### config.mk
export PLATFORM = sky130hd
export DESIGN_NAME = bcd_updown_counter
export DESIGN_NICKNAME = d
export VERILOG_FILES = /design/src/rtl/bcd_updown_counter.sv
export SDC_FILE = /design/constraint.sdc
export NUM_CORES = 1
export LEC_CHECK = 0
export CORE_AREA = 4 4 74 76
export DETAILED_ROUTE_END_ITERATION = 16
export DIE_AREA = 0 0 78 80
export PLACE_DENSITY = 0.68
export RECOVER_POWER = 25
export SLEW_MARGIN = 15
export SYNTH_ARGS = -nofsm -noshare
export SYNTH_HDL_FRONTEND = slang
export SYNTH_SLANG_ARGS = --single-unit
### constraint.sdc
create_clock -name CE -period 3.8 [get_ports CE]
set_input_delay 0.76 -clock CE [delete_from_list [all_inputs] [get_ports CE]]
set_output_delay 0.76 -clock CE [all_outputs]
set_load 0.02 [all_outputs]
### src/rtl/bcd_updown_counter.sv
// rtl/bcd_updown_counter.sv - parametrised multi-digit BCD up/down counter
//
// Holds one decimal count of DIGITS BCD digits (digit 0 least significant)
// and drives the Segment7 digit multiplexer with a packed BCD bus.
// Optional parallel load is compiled in when BCD_COUNTER_LOAD_EN is defined.
//
// Ports:
//   CE        in   1         clock, all state updates on rising edge
//   RESET     in   1         synchronous active-high reset
//   EN        in   1         count enable
//   REVERSE   in   1         0 = up, 1 = down
//   WRAP      in   1         1 = roll over at limits, 0 = saturate
//   LOAD      in   1         (BCD_COUNTER_LOAD_EN) load LOAD_VAL next edge
//   LOAD_VAL  in   4*DIGITS  (BCD_COUNTER_LOAD_EN) packed BCD load value
//   CNT       out  4*DIGITS  packed BCD count, CNT[4k+3:4k] = digit k
//   TC        out  1         terminal count for current direction
//   OVF       out  1         one-cycle pulse after a wrap or blocked step

module bcd_updown_counter #(
  parameter int DIGITS        = 4,
  parameter int STEP_ONE_ONLY = 1
) (
  input  logic                  CE,
  input  logic                  RESET,
  input  logic                  EN,
  input  logic                  REVERSE,
  input  logic                  WRAP,
`ifdef BCD_COUNTER_LOAD_EN
  input  logic                  LOAD,
  input  logic [4*DIGITS-1:0]   LOAD_VAL,
`endif
  output logic [4*DIGITS-1:0]   CNT,
  output logic                  TC,
  output logic                  OVF
);

  localparam int              W    = 4 * DIGITS;
  localparam logic [W-1:0]    ALL9 = {DIGITS{4'h9}};

  // Only single-step counting is implemented; reject anything else at build time.
  if (STEP_ONE_ONLY != 1) begin : g_bad_step
    $error("bcd_updown_counter: STEP_ONE_ONLY must be 1");
  end
  if (DIGITS < 1 || DIGITS > 8) begin : g_bad_digits
    $error("bcd_updown_counter: DIGITS must be 1..8");
  end

  logic [W-1:0] up_val;
  logic [W-1:0] dn_val;
  logic         up_carry;
  logic         dn_borrow;
  logic [W-1:0] cnt_nxt;
  logic         tc_nxt;
  logic         ovf_nxt;

  // Per-digit increment/decrement with a rippling decimal carry/borrow.
  // Each nibble is computed on its own so binary carries never cross digits.
  // After the loop, up_carry/dn_borrow set means every digit was at its
  // limit, i.e. the whole count is at the boundary.
  always_comb begin : step_chain
    up_val    = '0;
    dn_val    = '0;
    up_carry  = 1'b1;
    dn_borrow = 1'b1;
    for (int k = 0; k < DIGITS; k++) begin
      if (up_carry) begin
        // 9 (or an illegal 10..15) rolls to 0 and keeps carrying
        if (CNT[4*k +: 4] >= 4'd9) begin
          up_val[4*k +: 4] = 4'd0;
        end else begin
          up_val[4*k +: 4] = CNT[4*k +: 4] + 4'd1;
          up_carry         = 1'b0;
        end
      end else begin
        up_val[4*k +: 4] = CNT[4*k +: 4];
      end

      if (dn_borrow) begin
        if (CNT[4*k +: 4] == 4'd0) begin
          dn_val[4*k +: 4] = 4'd9;
        end else if (CNT[4*k +: 4] > 4'd9) begin
          // illegal digit is forced to 9, borrow is absorbed
          dn_val[4*k +: 4] = 4'd9;
          dn_borrow        = 1'b0;
        end else begin
          dn_val[4*k +: 4] = CNT[4*k +: 4] - 4'd1;
          dn_borrow        = 1'b0;
        end
      end else begin
        dn_val[4*k +: 4] = CNT[4*k +: 4];
      end
    end
  end

`ifdef BCD_COUNTER_LOAD_EN
  logic [W-1:0] load_clamped;

  always_comb begin : load_clamp
    load_clamped = '0;
    for (int k = 0; k < DIGITS; k++) begin
      load_clamped[4*k +: 4] = (LOAD_VAL[4*k +: 4] > 4'd9) ? 4'd9 : LOAD_VAL[4*k +: 4];
    end
  end
`endif

  always_comb begin : next_state
    cnt_nxt = CNT;
    ovf_nxt = 1'b0;
`ifdef BCD_COUNTER_LOAD_EN
    if (LOAD) begin
      cnt_nxt = load_clamped;
    end else
`endif
    if (EN) begin
      if (!REVERSE) begin
        if (up_carry) begin
          // boundary: flag it, move only when wrapping (up_val is all 0s)
          ovf_nxt = 1'b1;
          if (WRAP) cnt_nxt = up_val;
        end else begin
          cnt_nxt = up_val;
        end
      end else begin
        if (dn_borrow) begin
          ovf_nxt = 1'b1;
          if (WRAP) cnt_nxt = dn_val;
        end else begin
          cnt_nxt = dn_val;
        end
      end
    end
    // TC follows the value being registered and the direction seen this edge
    tc_nxt = REVERSE ? (cnt_nxt == '0) : (cnt_nxt == ALL9);
  end

  always_ff @(posedge CE) begin
    if (RESET) begin
      CNT <= REVERSE ? ALL9 : '0;
      TC  <= 1'b0;
      OVF <= 1'b0;
    end else begin
      CNT <= cnt_nxt;
      TC  <= tc_nxt;
      OVF <= ovf_nxt;
    end
  end

endmodule

==> flow_summary.json <==
{
  "layout.nets": 316,
  "gp_congestion": 0.9261,
  "grt_use_total": 0.2201,
  "antenna_found_initial": 0,
  "grt_pass1_wl_mm": 11.02,
  "ctsHtreeMaxLevel": 1,
  "synth.most_common_cell": "nor2_1",
  "rsz0062_at_grt": "no",
  "root_buffer": "clkbuf_8",
  "crit_required_ns": 3.98,
  "maxSlewHeadroom": 0.5204,
  "period_minus_slack_ns": 3.206,
  "pre_cts_slack_ns": 0.4034,
  "synthDistinctLibCells": 61,
  "crit_buf_inv": 1,
  "synth_top_family_by_area": "simple AND/OR/NAND/NOR gates",
  "cts_sinks": 18,
  "cts_setup_buffers": 0,
  "drv_cap": 0,
  "yosysSeqAreaShare": 0.1697,
  "critPathArrivalTime_ns": 3.39,
  "cp_cell_sequence": "inv_1, ha_1, or3b_4, nand2_1, a21oi_1, o32ai_1, nand4bb_1, or4_1, a211oi_2",
  "synth_top_area_frac": 0.1697,
  "fin_skew_ns": 0.0008054,
  "clk_pin_slew_ns": 0.07,
  "drc": 0,
  "syn_area_um2": 2123,
  "dr_wl_met2_mm": 3.126,
  "synth_xor_area_frac": 0,
  "wl_per_cell_um": 18.83,
  "ios": 23,
  "die_w_um": 78,
  "numPlacedInstances": 357,
  "hold_viol": 0,
  "initial_core_util": 0.4495,
  "slew_violations": 0,
  "tightest_slew_ns": 0.7162,
  "syn_area_per_cell_um2": 7.638,
  "pwr_density_cell_nw_per_um2": 309.0,
  "hold_path.class": "register to register",
  "clockBufferDepth": 2,
  "cts_tree": "done",
  "wl_met1_mm": 2.870,
  "core_region_area_um2": 4723,
  "drt-initial-drc-count": 300,
  "rows": 25,
  "setup_viol": 0,
  "drive_gt1_frac": 0.09215,
  "ctsResizeCount": 0,
  "fin_tns_setup_ns": 0,
  "clock.fmax_mhz": 311.9,
  "p_leak_nw": 0.9160,
  "syn_to_final_growth_pct": 14.14,
  "yosys.area.top_type": "dfxtp_1",
  "grt_overflow": 0,
  "end_kind": "register",
  "synth_area_leaders": "dfxtp_1, ha_1, nor2_1, a31oi_1, inv_1",
  "top_layer_used": "met4",
  "start_kind": "register",
  "crit_fanout": 12,
  "wl_met3_um": 623,
  "synth_flop_cell": "dfxtp_1",
  "clock_latency_ns": 0.25,
  "ys.warnings.count": 0,
  "grt_pass1_vias": 2142,
  "worstSetupPathType": "register to register",
  "hold_ws_ns": 0.7245,
  "synth_edf_count": 0,
  "cts_hold_buf": 0,
  "status": "finished, final reports clean",
  "antenna_cells": 0,
  "synth_compound_area_frac": 0.3300,
  "routed_wl_mm": 6.780,
  "period_share": 0.8438,
  "vdd_ir_drop_max_mv": 0.1991,
  "die_area_um2": 6240,
  "vias": 2389,
  "yosys_register_bits": 18,
  "path_delay_family": "simple AND/OR/NAND/NOR gates",
  "vias_per_cell": 6.636,
  "first_pass_iters": 6,
  "synthAdderAreaFrac": 0.09428,
  "power_mw": 0.7488,
  "cp_slowest_cell": "or4_1",
  "io_buffers": 22,
  "cts_made_buffers": 3,
  "worst_slack_ns": 0.5936,
  "grt_max_degree": 30,
  "synth_fp_nets": 299,
  "r2r_setup_slack_ns": 0.59,
  "syn_inst": 278,
  "synthSimpleGateAreaFrac": 0.3318,
  "synth_mux_area_frac": 0,
  "fin_cells": 360,
  "antenna_left": 0,
  "synth_commonest_cells": "nor2_1, dfxtp_1, ha_1, inv_1, nand2_1",
  "worst_path_largest_cell_delay_ns": 0.51,
  "dpl.hpwl_mm": 5.059,
  "die_y_um": 80,
  "ys_async_sr_fraction": 0
}
[sequential cells by signal (all words and copies together) (netlist names)]
register  flops
CNT          16
OVF           1
TC            1
[final timing paths]
check | to | depth (start not counted) | from
setup / recovery | TC | 9 | CNT[1]
hold / removal | CNT[9] | 2 | CNT[9]
setup reg to reg | TC | 9 | CNT[1]
hold reg to reg | CNT[9] | 2 | CNT[9]
[per-layer routing]
layer | global-route usage | vias up
met4 | 0.08916 | 0
met1 | 0.2995 | 1107
met3 | 0.03612 | 15
li1 | - | 1118
met5 | 0 | -
met2 | 0.3442 | 149
[power by group]
group          leakage, nW  switching, mW  internal, mW
sequential           0.149         0.0419         0.204
combinational        0.746          0.216         0.151
clock               0.0216         0.0655        0.0705
total                0.916          0.323         0.426
[cell type report]
type                            count  area (um2)
Inverter                           16       60.06
Timing Repair Buffer               29       272.8
Multi-Input combinational cell    227        1605
Fill cell                         466        2300
Sequential cell                    18       360.3
Clock buffer                        3       41.29
Tap cell                           67       83.83
[tightest hold or removal path: stages (launching register included)]
cell and delay, ns:
dfxtp_1 0.44, a221oi_1 0.15, nor2_1 0.10
[per-stage QoR]
step / utilization / cell area, um2
floorplan: - / 2123
global placement: 0.5044 / 2382
detailed placement: 0.5044 / 2382
CTS: 0.5131 / 2424
global route: 0.5131 / 2424
finish: 0.5131 / 2424
[cells by family after synthesis]
family	after synthesis
buffers and inverters	33
adder cells (fa/ha/maj)	16
flip-flops	18
AO/OA/AOI/OAI	94
AND/OR/NAND/NOR	117
[placed cells by master, fill, tap and decap left out, drive strengths merged, types with 4 or more instances in the layout]
cell	Yosys	final
a21oi	11	11
buf	7	7
nor4b	5	5
nor3	9	9
a31oi	11	11
and4	5	5
or2	5	5
nor3b	6	6
nor2b	7	7
dfxtp	18	18
a221oi	4	4
o211ai	4	4
nand3	11	11
o21ai	11	11
a21o	6	6
a211oi	7	7
clkdlybuf4s50	0	13
nand4	7	7
ha	16	16
nand2	15	15
and3	4	4
or3b	6	6
o21bai	4	4
o41ai	4	4
nor2	23	23
dlygate4sd3	0	9
inv	16	16
(Power assumes the default switching activity.)
